[src/rtl/rstctrl.sv]
// rstctrl - reset sequencer.
//
// Takes the soft-reset requests from the device table (rst0/rst1/rst2), the PLL
// lock and a board button. It produces:
//   - a system reset (sys_rst_o),
//   - a CPU-core reset (cpu_rst_o),
//   - a one-cycle FPGA reconfiguration trigger (reconf_o),
//   - a code giving the cause of the last reset (rstcause_o).
// sys_rst_o is fed back to the device table, which clears the requests.
//
// Ports:
//   clk_i        in   system clock
//   rst_n_i      in   asynchronous active-low reset
//   pll_locked_i in   PLL lock (async, 2-flop synchronized)
//   btn_n_i      in   board reset button, active-low (async, synchronized + debounced)
//   rst0_i       in   full soft-reset request (level)
//   rst1_i       in   reconfigure request (level)
//   rst2_i       in   CPU-only reset pulse (1 cycle)
//   sys_rst_o    out  active-high system reset
//   cpu_rst_o    out  active-high CPU-core reset
//   reconf_o     out  one-cycle multiboot/ICAP trigger pulse
//   rstcause_o   out  0 POR, 1 PLL, 2 BTN, 3 SOFT, 4 CPU, 5 RECONF
module rstctrl #(
  parameter int RSTHOLDCYC  = 16,
  parameter int DEBOUNCECYC = 65536,
  parameter int RECONFEN    = 1
) (
  input  logic       clk_i,
  input  logic       rst_n_i,
  input  logic       pll_locked_i,
  input  logic       btn_n_i,
  input  logic       rst0_i,
  input  logic       rst1_i,
  input  logic       rst2_i,
  output logic       sys_rst_o,
  output logic       cpu_rst_o,
  output logic       reconf_o,
  output logic [2:0] rstcause_o
);

  localparam int CNT_W = (RSTHOLDCYC > 1) ? $clog2(RSTHOLDCYC) : 1;
  localparam int DB_W  = (DEBOUNCECYC > 1) ? $clog2(DEBOUNCECYC) : 1;

  localparam logic [CNT_W-1:0] CNT_LOAD = CNT_W'(RSTHOLDCYC - 1);
  localparam logic [DB_W-1:0]  DB_MAX   = DB_W'(DEBOUNCECYC - 1);
  localparam logic [DB_W-1:0]  DB_PRE   = DB_W'(DEBOUNCECYC - 2);

  localparam logic [2:0] CAUSE_PLL    = 3'd1;
  localparam logic [2:0] CAUSE_BTN    = 3'd2;
  localparam logic [2:0] CAUSE_SOFT   = 3'd3;
  localparam logic [2:0] CAUSE_CPU    = 3'd4;
  localparam logic [2:0] CAUSE_RECONF = 3'd5;

  typedef enum logic [2:0] {
    S_LOCK,
    S_HOLD,
    S_RUN,
    S_CPUHOLD,
    S_RECONF
  } state_t;

  state_t           state_q, state_d;
  logic [CNT_W-1:0] cnt_q, cnt_d;
  logic [DB_W-1:0]  db_cnt_q, db_cnt_d;
  logic             press_q, press_d;
  logic             done_q, done_d;
  logic             sys_rst_q, sys_rst_d;
  logic             cpu_rst_q, cpu_rst_d;
  logic             reconf_q, reconf_d;
  logic [2:0]       cause_q, cause_d;

  logic             lock_meta_q, lock_sync_q;
  logic             btn_meta_q, btn_sync_q;

  // Debounce: count consecutive low samples of the synchronized button. The
  // counter saturates at DB_MAX, so the press event fires only on the cycle
  // it first reaches DB_MAX. That gives exactly one event per press.
  always_comb begin
    db_cnt_d = db_cnt_q;
    if (btn_sync_q) begin
      db_cnt_d = '0;
    end else if (db_cnt_q != DB_MAX) begin
      db_cnt_d = db_cnt_q + 1'b1;
    end
    press_d = !btn_sync_q && (db_cnt_q == DB_PRE);
  end

  always_comb begin
    state_d  = state_q;
    cnt_d    = (cnt_q != '0) ? cnt_q - 1'b1 : cnt_q;
    cause_d  = cause_q;
    done_d   = done_q;
    reconf_d = 1'b0;

    case (state_q)
      S_LOCK: begin
        // Power-up / relock path: the cause code is left untouched.
        if (lock_sync_q) begin
          state_d = S_HOLD;
          cnt_d   = CNT_LOAD;
        end
      end
      S_HOLD: begin
        if (cnt_q == '0) state_d = S_RUN;
      end
      S_RUN: begin
        if (rst1_i) begin
          cnt_d = CNT_LOAD;
          if (RECONFEN != 0) begin
            state_d = S_RECONF;
            done_d  = 1'b0;
            cause_d = CAUSE_RECONF;
          end else begin
            state_d = S_HOLD;
            cause_d = CAUSE_SOFT;
          end
        end else if (rst0_i) begin
          state_d = S_HOLD;
          cnt_d   = CNT_LOAD;
          cause_d = CAUSE_SOFT;
        end else if (rst2_i) begin
          state_d = S_CPUHOLD;
          cnt_d   = CNT_LOAD;
          cause_d = CAUSE_CPU;
        end
      end
      S_CPUHOLD: begin
        if (cnt_q == '0) state_d = S_RUN;
      end
      S_RECONF: begin
        // Fire the trigger once when the hold expires, then park here with
        // both resets asserted until the FPGA reloads.
        if ((cnt_q == '0) && !done_q) begin
          reconf_d = 1'b1;
          done_d   = 1'b1;
        end
      end
      default: begin
        state_d = S_LOCK;
      end
    endcase

    // PLL loss and button press preempt every state except LOCK, even
    // mid-count. A press while already in HOLD restarts the hold.
    if (state_q != S_LOCK) begin
      if (!lock_sync_q) begin
        state_d  = S_LOCK;
        cnt_d    = '0;
        cause_d  = CAUSE_PLL;
        reconf_d = 1'b0;
      end else if (press_q) begin
        state_d  = S_HOLD;
        cnt_d    = CNT_LOAD;
        cause_d  = CAUSE_BTN;
        reconf_d = 1'b0;
      end
    end

    // The outputs are registered from the next state. Each reset therefore
    // changes on the same edge as the state.
    sys_rst_d = (state_d != S_RUN) && (state_d != S_CPUHOLD);
    cpu_rst_d = (state_d != S_RUN);
  end

  always_ff @(posedge clk_i or negedge rst_n_i) begin
    if (!rst_n_i) begin
      lock_meta_q <= 1'b0;
      lock_sync_q <= 1'b0;
      btn_meta_q  <= 1'b0;
      btn_sync_q  <= 1'b0;
      db_cnt_q    <= '0;
      press_q     <= 1'b0;
      state_q     <= S_LOCK;
      cnt_q       <= '0;
      done_q      <= 1'b0;
      sys_rst_q   <= 1'b1;
      cpu_rst_q   <= 1'b1;
      reconf_q    <= 1'b0;
      cause_q     <= 3'd0;
    end else begin
      lock_meta_q <= pll_locked_i;
      lock_sync_q <= lock_meta_q;
      btn_meta_q  <= btn_n_i;
      btn_sync_q  <= btn_meta_q;
      db_cnt_q    <= db_cnt_d;
      press_q     <= press_d;
      state_q     <= state_d;
      cnt_q       <= cnt_d;
      done_q      <= done_d;
      sys_rst_q   <= sys_rst_d;
      cpu_rst_q   <= cpu_rst_d;
      reconf_q    <= reconf_d;
      cause_q     <= cause_d;
    end
  end

  assign sys_rst_o  = sys_rst_q;
  assign cpu_rst_o  = cpu_rst_q;
  assign reconf_o   = reconf_q;
  assign rstcause_o = cause_q;

endmodule
[config.mk]
export PLATFORM = sky130hd
export DESIGN_NAME = rstctrl
export DESIGN_NICKNAME = d
export VERILOG_FILES = /design/src/rtl/rstctrl.sv
export SDC_FILE = /design/constraint.sdc
export NUM_CORES = 1
export LEC_CHECK = 0
export ABC_AREA = 0
export CORE_MARGIN = 2
export CORE_UTILIZATION = 51
export DETAILED_ROUTE_END_ITERATION = 6
export PLACE_DENSITY = 0.76
export SYNTH_ARGS = -nofsm -noshare
export SYNTH_HDL_FRONTEND = slang
export SYNTH_SLANG_ARGS = --single-unit
export TNS_END_PERCENT = 50
[constraint.sdc]
create_clock -name clk_i -period 1.75 [get_ports clk_i]
set_input_delay 0.35 -clock clk_i [delete_from_list [all_inputs] [get_ports clk_i]]
set_output_delay 0.35 -clock clk_i [all_outputs]
set_load 0.02 [all_outputs]
# [After elaboration in Yosys (flattened, before gate mapping)]
# Index checks and enable logic that the tools add are counted.
[classes] addsub=2 n_eq_ne=10 muxes=35 n_reduce_logical=13
[op_table] op="$mux 3" count=15
[op_table] op="$mux 16" count=2
[op_table] op="$mux 4" count=8
[op_table] op="$add 16x1->16 const B" count=1
[op_table] op="$eq 16x16->1 const B" count=1
[op_table] op="$ne 16x16->1 const B" count=1
[op_table] op="$pmux 3 s4" count=1
[op_table] op="$pmux 4 s2" count=1
[op_table] op="$mux 1" count=7
[op_table] op="$eq 3x2->1 const B" count=2
[op_table] op="$ne 3x2->1 const B" count=2
[op_table] op="$logic_not 4->1" count=1
[op_table] op="$ne 2x2->1 const B" count=2
[op_table] op="$reduce_bool 2->1" count=2
[op_table] op="$reduce_bool 4->1" count=1
[op_table] op="$sub 4x1->4 const B" count=1
[op_table] op="$eq 3x1->1 const B" count=1
[op_table] op="$eq 3x3->1 const B" count=1
[op_table] op="$logic_and 1x1->1" count=3
[op_table] op="$logic_not 3->1" count=1
[op_table] op="$reduce_and 3->1" count=1
[op_table] op="$reduce_bool 3->1" count=1
[op_table] op="$logic_not 1->1" count=2
[op_table] op="$pmux 1 s2" count=1
[op_table] op="$reduce_or 2->1" count=1
[totals] regBits=35 output_inout_bits=6 word_cells=73

# [Longest topological paths before layout]
# Gate-level depths: netlist (run 1).
[depth] word_depth=9 ltp_mapped=6

# [Worst setup path before layout (run 1)]
# No wires, ideal clock.
[synth_path] kind="reg2reg" startpoint="reg cnt_q[0]" endpoint="reg cpu_rst_q (netlist: cpu_rst_o)" arrival_time_ps=1558 required_ps=1654 setup_slack_ps=97 path_stages_with_launch=7 n_path_buf=0 synth_period_minus_slack_ps=1653 cell_sequence="dfrtp_1 > inv_1 > ha_1 > nor3b_2 > nand2_1 > a2111oi_2 > o21ai_1"
[synth_between] elab_chain_len=7
[synth_lines] element="start: declaration" line_no="63" source="logic [CNT_W-1:0] cnt_q, cnt_d;"
[synth_lines] element="start signal: assignment" line_no="188" source="cnt_q <= cnt_d;"
[synth_lines] element="$logic_not 4->1 (*)" line_no="104, 128"
[synth_lines] element="$mux 3 (*)" line_no="104, 128"
[synth_lines] element="$pmux 3 s4 (*)" line_no="95" source="case (state_q)"
[synth_lines] element="$mux 3" line_no="151" source="end else if (press_q) begin"
[synth_lines] element="$mux 3" line_no="146" source="if (!lock_sync_q) begin"
[synth_lines] element="$mux 3 (*)" line_no="145" source="if (state_q != S_LOCK) begin"
[synth_lines] element="via state_d[1]" line_no="62" source="state_t state_q, state_d;"
[synth_lines] element="$ne 3x2->1 (*)" line_no="162" source="cpu_rst_d = (state_d != S_RUN);"
[synth_lines] element="via cpu_rst_d" line_no="68" source="logic cpu_rst_q, cpu_rst_d;"
[synth_lines] element="end signal: assignment" line_no="191" source="cpu_rst_q <= cpu_rst_d;"
[synth_lines] element="end: declaration" line_no="68"
# The timed path passes the listed nets; every way through them passes the cells marked *.
# A chain may end at the register's enable or synchronous reset.

# [Final worst setup path (run 1)]
[layout_path] startpoint="reg cause_q[0] (netlist: rstcause_o[0])" endpoint="out rstcause_o[0]"
[layout_rtl] element="start: declaration" line_no="70" source="logic [2:0] cause_q, cause_d;"
[layout_rtl] element="start signal: assignment" line_no="193" source="cause_q <= cause_d;"
[layout_rtl] element="end: declaration" line_no="38" source="output logic [2:0] rstcause_o"
# No word-level cell between the ends.

==> run metrics, run 1 <==
status complete, no violations; worst-path fanout max 2; largest net degree at the start of global routing 36; post-synthesis register bit count 35; Die Area 0.00389 mm²; clk_skew 0.00926 ns; maximum vdd drop 0.000515 V; Post-Syn Area 0.00174 mm²; FF-to-FF setup slack 0.10 ns; max incr delay on CP 0.61 ns; First-pass DRT Iterations 4; initial antenna violation count 0; final hold violations 0; Slew headroom 0.651; RSZ-0062 raised after global routing yes; clock sinks 35; Fmax 600 MHz; Hold Crit Endpoint btn_sync_q; Synth Warn # 0; Final Max Tran Viols 0; GR Util All Layers 0.191; core footprint 0.00331 mm²; hold slack 0.355 ns; area delta synth->final 21.5%; Clock Tree Root clkbuf_4; crit path cell chain clkdlybuf4s50_1; NetSw 0.000656 W; grt ovf 0; Critical R2R Launch db_cnt_q[1]; Rows 21; Final min period 1.67 ns; hold depth 0; CTS Buf Count 5; synth top area cells dfrtp_1 (48%), a21oi_1 (6.1%), nor2_1 (3.5%), dfstp_2 (3.0%), o31ai_1 (3.0%); H-tree depth 2; Crit Reg-Reg Endpoint db_cnt_q[4]; CP Capture Type primary output; total nets after synthesis 187; vias post-DR 1466; HPWL after detailed placement 2450 µm; layout net count 216; final worst-path cycle share 0.952; initial core utilization 0.525; CTS tree built; most frequent cells in the layout dfrtp_1 (32), a21oi_1 (20), nor2_1 (16), buf_4 (12), nand2_1 (11); Die W 62.4 µm; die extent in y 62.4 µm; EDFF count, synth 0; fraction of registers with async set/reset 1.00; Antenna Nets Post-Route 0; clk buf depth 2; crit path DAT 1.32 ns; CP max-delay cell clkdlybuf4s50_1; FILL cells 288; Ports 13; dpl ws -0.0298 ns; delay-heaviest family, CP buffers and inverters; CTS Hold Bufs 0; Clk pin slew, worst setup/hold paths 0.10 ns; design internal power 0.00133 W; biggest area consumer among synthesized cells dfrtp_1; Syn Inst Count 177; layout cells sized above 1 0.184; via/cell ratio 5.79; CP startpoint kind flip-flop; DR DRC count 0; CP required 1.40 ns; Pleak 0.887 nW; commonest non-fill, non-tap cell in the layout dfrtp_1; Buf/Inv on CP 1; final WL 3500 µm; power per standard cell area 940 mW/mm²; Crit Path Class flip-flop to primary output; Final WS setup 0.0837 ns; DRT iter0 DRCs 104; RePlAce Congestion 0.914; prevailing post-synth register cell dfrtp_1; Final Setup Violations 0; synth unique cells 42; part of the power in registers 0.515; clock latency on the worst-skew pair 0.33 ns; wire per inst 13.8 µm; input/output buffers 12; post-synth top area share 0.476; worst hold start btn_meta_q; sw frac 0.330; synthesized area per cell 9.81 µm²; vias in the first global route 1428; Worst Max-Slew Pin Slew 0.521 ns; Seq/Total Area, Yosys 0.506; Clk pwr share 0.205; global-route wire length before repair 5910 µm; R2R depth 7; Logic pwr share 0.280; maximum capacitance violations 0; Antenna Diode Count 0; Hold WC Path Type flip-flop to flip-flop
## power groups by stage
stage,combinational (W),sequential [W],clock [W]
detailed placement,0.000533,0.00103,0
floorplan,0.000337,0.00103,0
global placement,0.000502,0.00102,0
finish,0.000555,0.00102,0.000407
global route,0.000614,0.00104,0.000471
CTS,0.000536,0.00101,0.000426
## kinds of logic after synthesis
logic type,after synthesis,share of synthesized area
muxes,2,0.0122
adders and majority gates,3,0.0216
and+or+nand+nor,79,0.274
xor gates and xnor gates,2,0.0101
buffers and inverters,14,0.0303
DFF,35,0.506
AOI/OAI and AO/OA,42,0.146
## state kept, by name, indices dropped and copies added (netlist names)
register     count
cnt_q            4
btn_sync_q       1
done_q           1
rstcause_o       3
state_q          3
sys_rst_o        1
press_q          1
db_cnt_q        16
reconf_o         1
cpu_rst_o        1
lock_sync_q      1
lock_meta_q      1
btn_meta_q       1
## cell usage after synthesis (all sizes together) (3+ instances only)
cell and instances:
nor4 3, nand2 11, inv 10, or3 7, nand2b 3, nand3 6, nor3 10, a21oi 21
or4 5, dfrtp 33, o21ai 6, ha 3, nor2 16, nand4 5, o31ai 7, clkbuf 4
## layer usage
layer	GRT usage	share of wire	vias to the layer above
met2	0.345	0.54	36
met3	0.0598	0.044	2
li1	-	-	707
met4	0.0806	0.0060	0
met5	0	0	-
met1	0.206	0.41	721
## final cells by class
class,instances,area [µm²],area share
Clock inverter,3,15.0,0.00711
Multi-Input combinational cell,128,842,0.399
Timing Repair Buffer,26,241,0.114
Tap cell,46,57.6,0.0273
Inverter,10,37.5,0.0178
Sequential cell,35,880,0.417
Clock buffer,5,37.5,0.0178
## per-stage QoR
step	setup TNS [ns]	util	total power [W]	cells	cell area, µm²
floorplan	0	-	0.00136	177	1740
global placement	0	0.598	0.00152	240	1980
detailed placement	-0.0539	0.598	0.00156	240	1980
CTS	0	0.613	0.00198	248	2030
global route	-0.0904	0.638	0.00213	253	2110
finish	0	0.638	0.00198	253	2110
## timing repair
| item | 4_1_cts | 5_1_grt |
|---|---|---|
| endpoints found under the setup margin | 2 | 12 |
| gates resized for setup | 2 | 9 |
| pin swaps | 0 | 3 |
| buffers inserted | 0 | 5 |
## worst max-delay path by stage
stage | to | start | depth (start not counted)
after floorplan | cpu_rst_o | cnt_q[0] | 6
after global placement | cnt_q[2] | rst1_i | 4
after detailed placement | cnt_q[3] | rst1_i | 4
after CTS | db_cnt_q[15] | db_cnt_q[1] | 5
after global routing | db_cnt_q[10] | db_cnt_q[3] | 4
final | rstcause_o[0] | rstcause_o[0] | 1
Power figures use the tool's default switching activity.
==> run 2: changes to the inputs <==
--- a/config.mk
+++ b/config.mk
@@ -6,7 +6,6 @@
 export NUM_CORES = 1
 export LEC_CHECK = 0
 export ABC_AREA = 0
-export CORE_MARGIN = 2
 export CORE_UTILIZATION = 51
 export DETAILED_ROUTE_END_ITERATION = 6
 export PLACE_DENSITY = 0.76
==> run metrics, run 2 (synthesis results as in run 1) <==
crit path DAT 1.34 ns (+0.02 ns); GR Util All Layers 0.224 (+0.0332); initial core utilization 0.551 (+0.0262); input/output buffers 12 (unchanged); Antenna Nets Post-Route 0 (unchanged); max incr delay on CP 0.62 ns (about the same); Slew headroom 0.661 (+0.00971); layout cells sized above 1 0.167 (-0.0169); DRT iter0 DRCs 58 (-44%); vias post-DR 1444 (-1.5%); global-route wire length before repair 5890 µm (-0.36%); Regs by FF count db_cnt_q (16), cnt_q (4); H-tree depth 2 (unchanged); Rows 20 (-4.8%); vias in the first global route 1387 (-2.9%); wire per inst 13.9 µm (+0.41%); CTS Hold Bufs 0 (unchanged); post-route design area 0.00208 mm² (-1.5%); maximum vdd drop 0.000750 V (+46%); final WL 3440 µm (-1.6%); CP Capture Type primary output; CP max-delay cell clkdlybuf4s50_1; CTS tree built; clock sinks 35 (unchanged); Largest register FFs 16 (unchanged); clk_skew 0.00841 ns (-0.000852 ns); Fmax 591 MHz (-1.5%); Inst Count DP 239 (-0.42%); RSZ-0062 raised after global routing yes; commonest non-fill, non-tap cell in the layout dfrtp_1; Clk pin slew, worst setup/hold paths 0.11 ns (about the same); Final WS setup 0.0577 ns (-0.0260 ns); Clock Tree Root clkbuf_4; Ports 13 (unchanged); Buf/Inv on CP 1 (unchanged); DP Area 0.00198 mm² (+0.25%); Antenna Diode Count 0 (unchanged); Die Area 0.00364 mm² (-6.3%); maximum capacitance violations 0 (unchanged); Final Setup Violations 0 (unchanged); area delta synth->final 19.7%; First-pass DRT Iterations 5 (+1); grt ovf 0 (unchanged); initial antenna violation count 0 (unchanged); HPWL after detailed placement 2550 µm (+4.2%); Top reg by flops db_cnt_q; clock latency on the worst-skew pair 0.33 ns (about the same); status complete, no violations; Pleak 0.860 nW (-3.1%); Die W 60.4 µm (-3.2%); most frequent cells in the layout dfrtp_1 (33), a21oi_1 (20), nor2_1 (15), nand2_1 (11); via/cell ratio 5.82 (+0.49%); Final Max Tran Viols 0 (unchanged); final worst-path cycle share 0.967 (+0.0149); CP startpoint kind flip-flop; power per standard cell area 950 mW/mm² (+1.0%); dpl ws 0.00563 ns (+0.0354 ns); Final min period 1.69 ns (+0.0260 ns); DR DRC count 0 (unchanged); die extent in y 60.4 µm (-3.2%); final non-filler cell total 248 (-2.0%); Critical R2R Launch db_cnt_q[2]; Crit Path Class flip-flop to primary output; clk buf depth 2 (unchanged); Worst Max-Slew Pin Slew 0.506 ns (-0.0145 ns); delay-heaviest family, CP buffers and inverters; final hold violations 0 (unchanged); largest net degree at the start of global routing 36 (unchanged); Hold WC Path Type input port to async pin; worst-path fanout max 3 (+1); layout net count 213 (-1.4%); crit path cell chain clkdlybuf4s50_1; CTS Buf Count 5 (unchanged); core footprint 0.00315 mm² (-4.8%); RePlAce Congestion 0.842 (-7.9%); Setup TNS Final 0 ns (unchanged); hold slack 0.372 ns (+0.0172 ns); launch point of the worst path rstcause_o[1]; CP required 1.40 ns (about the same)
run 2: where the power goes:
part / switching [W] / leakage [nW] / internal, W / total (W)
logic: 0.000280 / 0.383 / 0.000256 / 0.000536
registers: 0.000100 / 0.449 / 0.000913 / 0.00101
clock network: 0.000272 / 0.0272 / 0.000153 / 0.000425
total: 0.000652 / 0.860 / 0.00132 / 0.00197
run 2: timing repair:
action,CTS,global route
resized for setup,2,6
pin swaps,0,2
setup endpoints to repair,2,7
cloned,0,0
hold endpoints to repair,0,0
buffers inserted,0,1
run 2: routing by layer:
layer / wire (µm) / share of wire / up-vias / track usage
met5: 0 / 0 / - / 0
met4: 44 / 0.013 / 0 / 0.0864
met3: 135 / 0.039 / 5 / 0.0554
met2: 1810 / 0.52 / 36 / 0.383
met1: 1460 / 0.42 / 703 / 0.274
li1: - / - / 700 / -
run 2: cell type report:
cell class	count	area (µm²)
Timing Repair Buffer	23	216
Inverter	10	37.5
Tap cell	44	55.1
Clock inverter	3	20.0
Multi-Input combinational cell	128	833
Sequential cell	35	878
Fill cell	260	1070
Clock buffer	5	37.5
run 2: path summary, 6_finish.rpt:
check | slack (ns) | end | cells past startpoint
worst min-delay path | 0.37 | reconf_o | 2
worst max-delay path | 0.06 | rstcause_o[1] | 1
max in group asynchronous | 1.14 | cpu_rst_o | 2
worst min register to register | 0.37 | lock_sync_q | 0
worst max register to register | 0.07 | db_cnt_q[15] | 4
min in group clk_i | 0.37 | lock_sync_q | 0
run 2: through the flow:
stage                util  power, W
floorplan               -   0.00136
finish              0.659   0.00197
CTS                 0.647   0.00197
detailed placement  0.629   0.00156
global placement    0.629   0.00153
global route        0.659   0.00209
==> run 3: changes to the inputs <==
--- a/config.mk
+++ b/config.mk
@@ -6,9 +6,9 @@
 export NUM_CORES = 1
 export LEC_CHECK = 0
 export ABC_AREA = 0
-export CORE_UTILIZATION = 51
+export CORE_UTILIZATION = 55
 export DETAILED_ROUTE_END_ITERATION = 6
-export PLACE_DENSITY = 0.76
+export PLACE_DENSITY = 0.78
 export SYNTH_ARGS = -nofsm -noshare
 export SYNTH_HDL_FRONTEND = slang
 export SYNTH_SLANG_ARGS = --single-unit
==> constraint.sdc (replaced) <==
create_clock -name clk_i -period 1.8 [get_ports clk_i]
set_input_delay 0.36 -clock clk_i [delete_from_list [all_inputs] [get_ports clk_i]]
set_output_delay 0.36 -clock clk_i [all_outputs]
set_load 0.02 [all_outputs]
==> run metrics, run 3 (synthesis results as in run 1) <==
status complete, no violations; R2R depth 6 (+2); Clock Tree Root clkbuf_4; Final Setup Violations 0 (unchanged); crit path capture rstcause_o[1]; Crit Path Class flip-flop to primary output; DR DRC count 0 (unchanged); CP max-delay cell clkdlybuf4s50_1; WL met1 1520 µm (+4.3%); hold slack 0.357 ns (-0.0149 ns); Antenna Diode Count 0 (unchanged); Die Area 0.00339 mm² (-7.0%); CTS Hold Bufs 0 (unchanged); Ports 13 (unchanged); post-route design area 0.00204 mm² (-1.6%); Final Max Tran Viols 0 (unchanged); clock sinks 35 (unchanged); Pleak 0.854 nW (-0.71%); vias post-DR 1432 (-0.83%); clk buf depth 2 (unchanged); input/output buffers 12 (unchanged); grt ovf 0 (unchanged); Rows 20 (unchanged); power per standard cell area 937 mW/mm² (-1.4%); launch point of the worst path rstcause_o[1]; maximum vdd drop 0.000503 V (-33%); clock latency on the worst-skew pair 0.34 ns (about the same); commonest non-fill, non-tap cell in the layout dfrtp_1; initial core utilization 0.574 (+0.0228); met2 WL 1690 µm (-6.2%); Buf/Inv on CP 1 (unchanged); Slew headroom 0.657 (-0.00382); First-pass DRT Iterations 6 (+1); Setup TNS Final 0 ns (unchanged); clk_skew 0.0105 ns (+0.00210 ns); global-route wire length before repair 5910 µm (+0.24%); CP startpoint kind flip-flop; max incr delay on CP 0.62 ns (about the same); CP required 1.44 ns (+0.04 ns); wire per inst 13.7 µm (-1.6%); critical path depth in cells 1 (unchanged); Fmax 589 MHz; Final min period 1.70 ns; via/cell ratio 5.82 (about the same); CTS Buf Count 5 (unchanged); Regs by FF count db_cnt_q (16), cnt_q (4); Worst Max-Slew Pin Slew 0.512 ns (+0.00571 ns); layout cells sized above 1 0.163 (-0.00330); Clk pin slew, worst setup/hold paths 0.10 ns (about the same); Final Util 0.675 (+0.0161); H-tree depth 2 (unchanged); Largest register FFs 16 (unchanged); area delta synth->final 17.7%; met3 wire length 81 µm (-40%); final worst-path cycle share 0.944; die extent in y 58.2 µm (-3.6%); RePlAce Congestion 0.819 (-2.7%); worst hold start btn_meta_q; CTS tree built; worst-path fanout max 3 (unchanged); FF-to-FF setup slack 0.12 ns (+0.05 ns); Antenna Nets Post-Route 0 (unchanged); final WL 3360 µm (-2.4%); crit path DAT 1.34 ns (about the same); maximum capacitance violations 0 (unchanged); CP Capture Type primary output; crit path cell chain clkdlybuf4s50_1; Hold WC Path Type flip-flop to flip-flop; most frequent cells in the layout dfrtp_1 (32), a21oi_1 (19), nor2_1 (16), nand2_1 (11); final hold violations 0 (unchanged); vias in the first global route 1342 (-3.2%); initial antenna violation count 0 (unchanged); delay-heaviest family, CP buffers and inverters; Top reg by flops db_cnt_q; RSZ-0062 raised after global routing no; Die W 58.2 µm (-3.6%); HPWL after detailed placement 2380 µm (-6.7%); Crit Reg-Reg Endpoint db_cnt_q[15]; highest routed layer met4; core footprint 0.00303 mm² (-4.0%); GR Util All Layers 0.232 (+0.00758); DP Area 0.00195 mm² (-1.8%); largest net degree at the start of global routing 36 (unchanged); DRT iter0 DRCs 87 (+50%); Critical R2R Launch db_cnt_q[1]; layout net count 211 (-0.94%)
[run 3: layout make-up]
cell class	instances	area, µm²
clock inverter	1	5.00
fill	220	983
timing repair buffer	21	185
multi-input combinational	128	827
tap	44	55.1
clock buffer	7	55.1
inverter	10	37.5
sequential	35	880
[run 3: where the power goes]
group / switching, W / leakage (nW) / internal (W)
combinational: 0.000258 / 0.371 / 0.000238
sequential: 0.0000912 / 0.448 / 0.000888
clock: 0.000251 / 0.0353 / 0.000189
total: 0.000600 / 0.854 / 0.00131
[run 3: per-stage QoR]
stage	setup slack (ns)	instances	power, W
3_5_place_dp	-0.0235	236	0.00150
2_1_floorplan	0.147	177	0.00132
4_1_cts	0.0191	244	0.00194
6_report	0.101	246	0.00191
3_3_place_gp	0.0165	236	0.00148
5_1_grt	0.0140	246	0.00205
[run 3: worst min path at each step]
stage / end / depth (start not counted)
after global placement: btn_sync_q / 0
after detailed placement: btn_sync_q / 0
after CTS: btn_sync_q / 0
after floorplan: btn_meta_q / 0
final: btn_sync_q / 0
after global routing: btn_sync_q / 0
[run 3: per-layer routing]
layer | track usage | vias up
met5 | 0 | -
met4 | 0.0952 | 0
met3 | 0.0625 | 8
met2 | 0.371 | 19
met1 | 0.299 | 702
li1 | - | 703
[run 3: repair_timing]
item,4_1_cts,5_1_grt
setup endpoints to repair,2,4
setup buffers,0,2
pin swaps,0,1
gates resized for setup,2,6
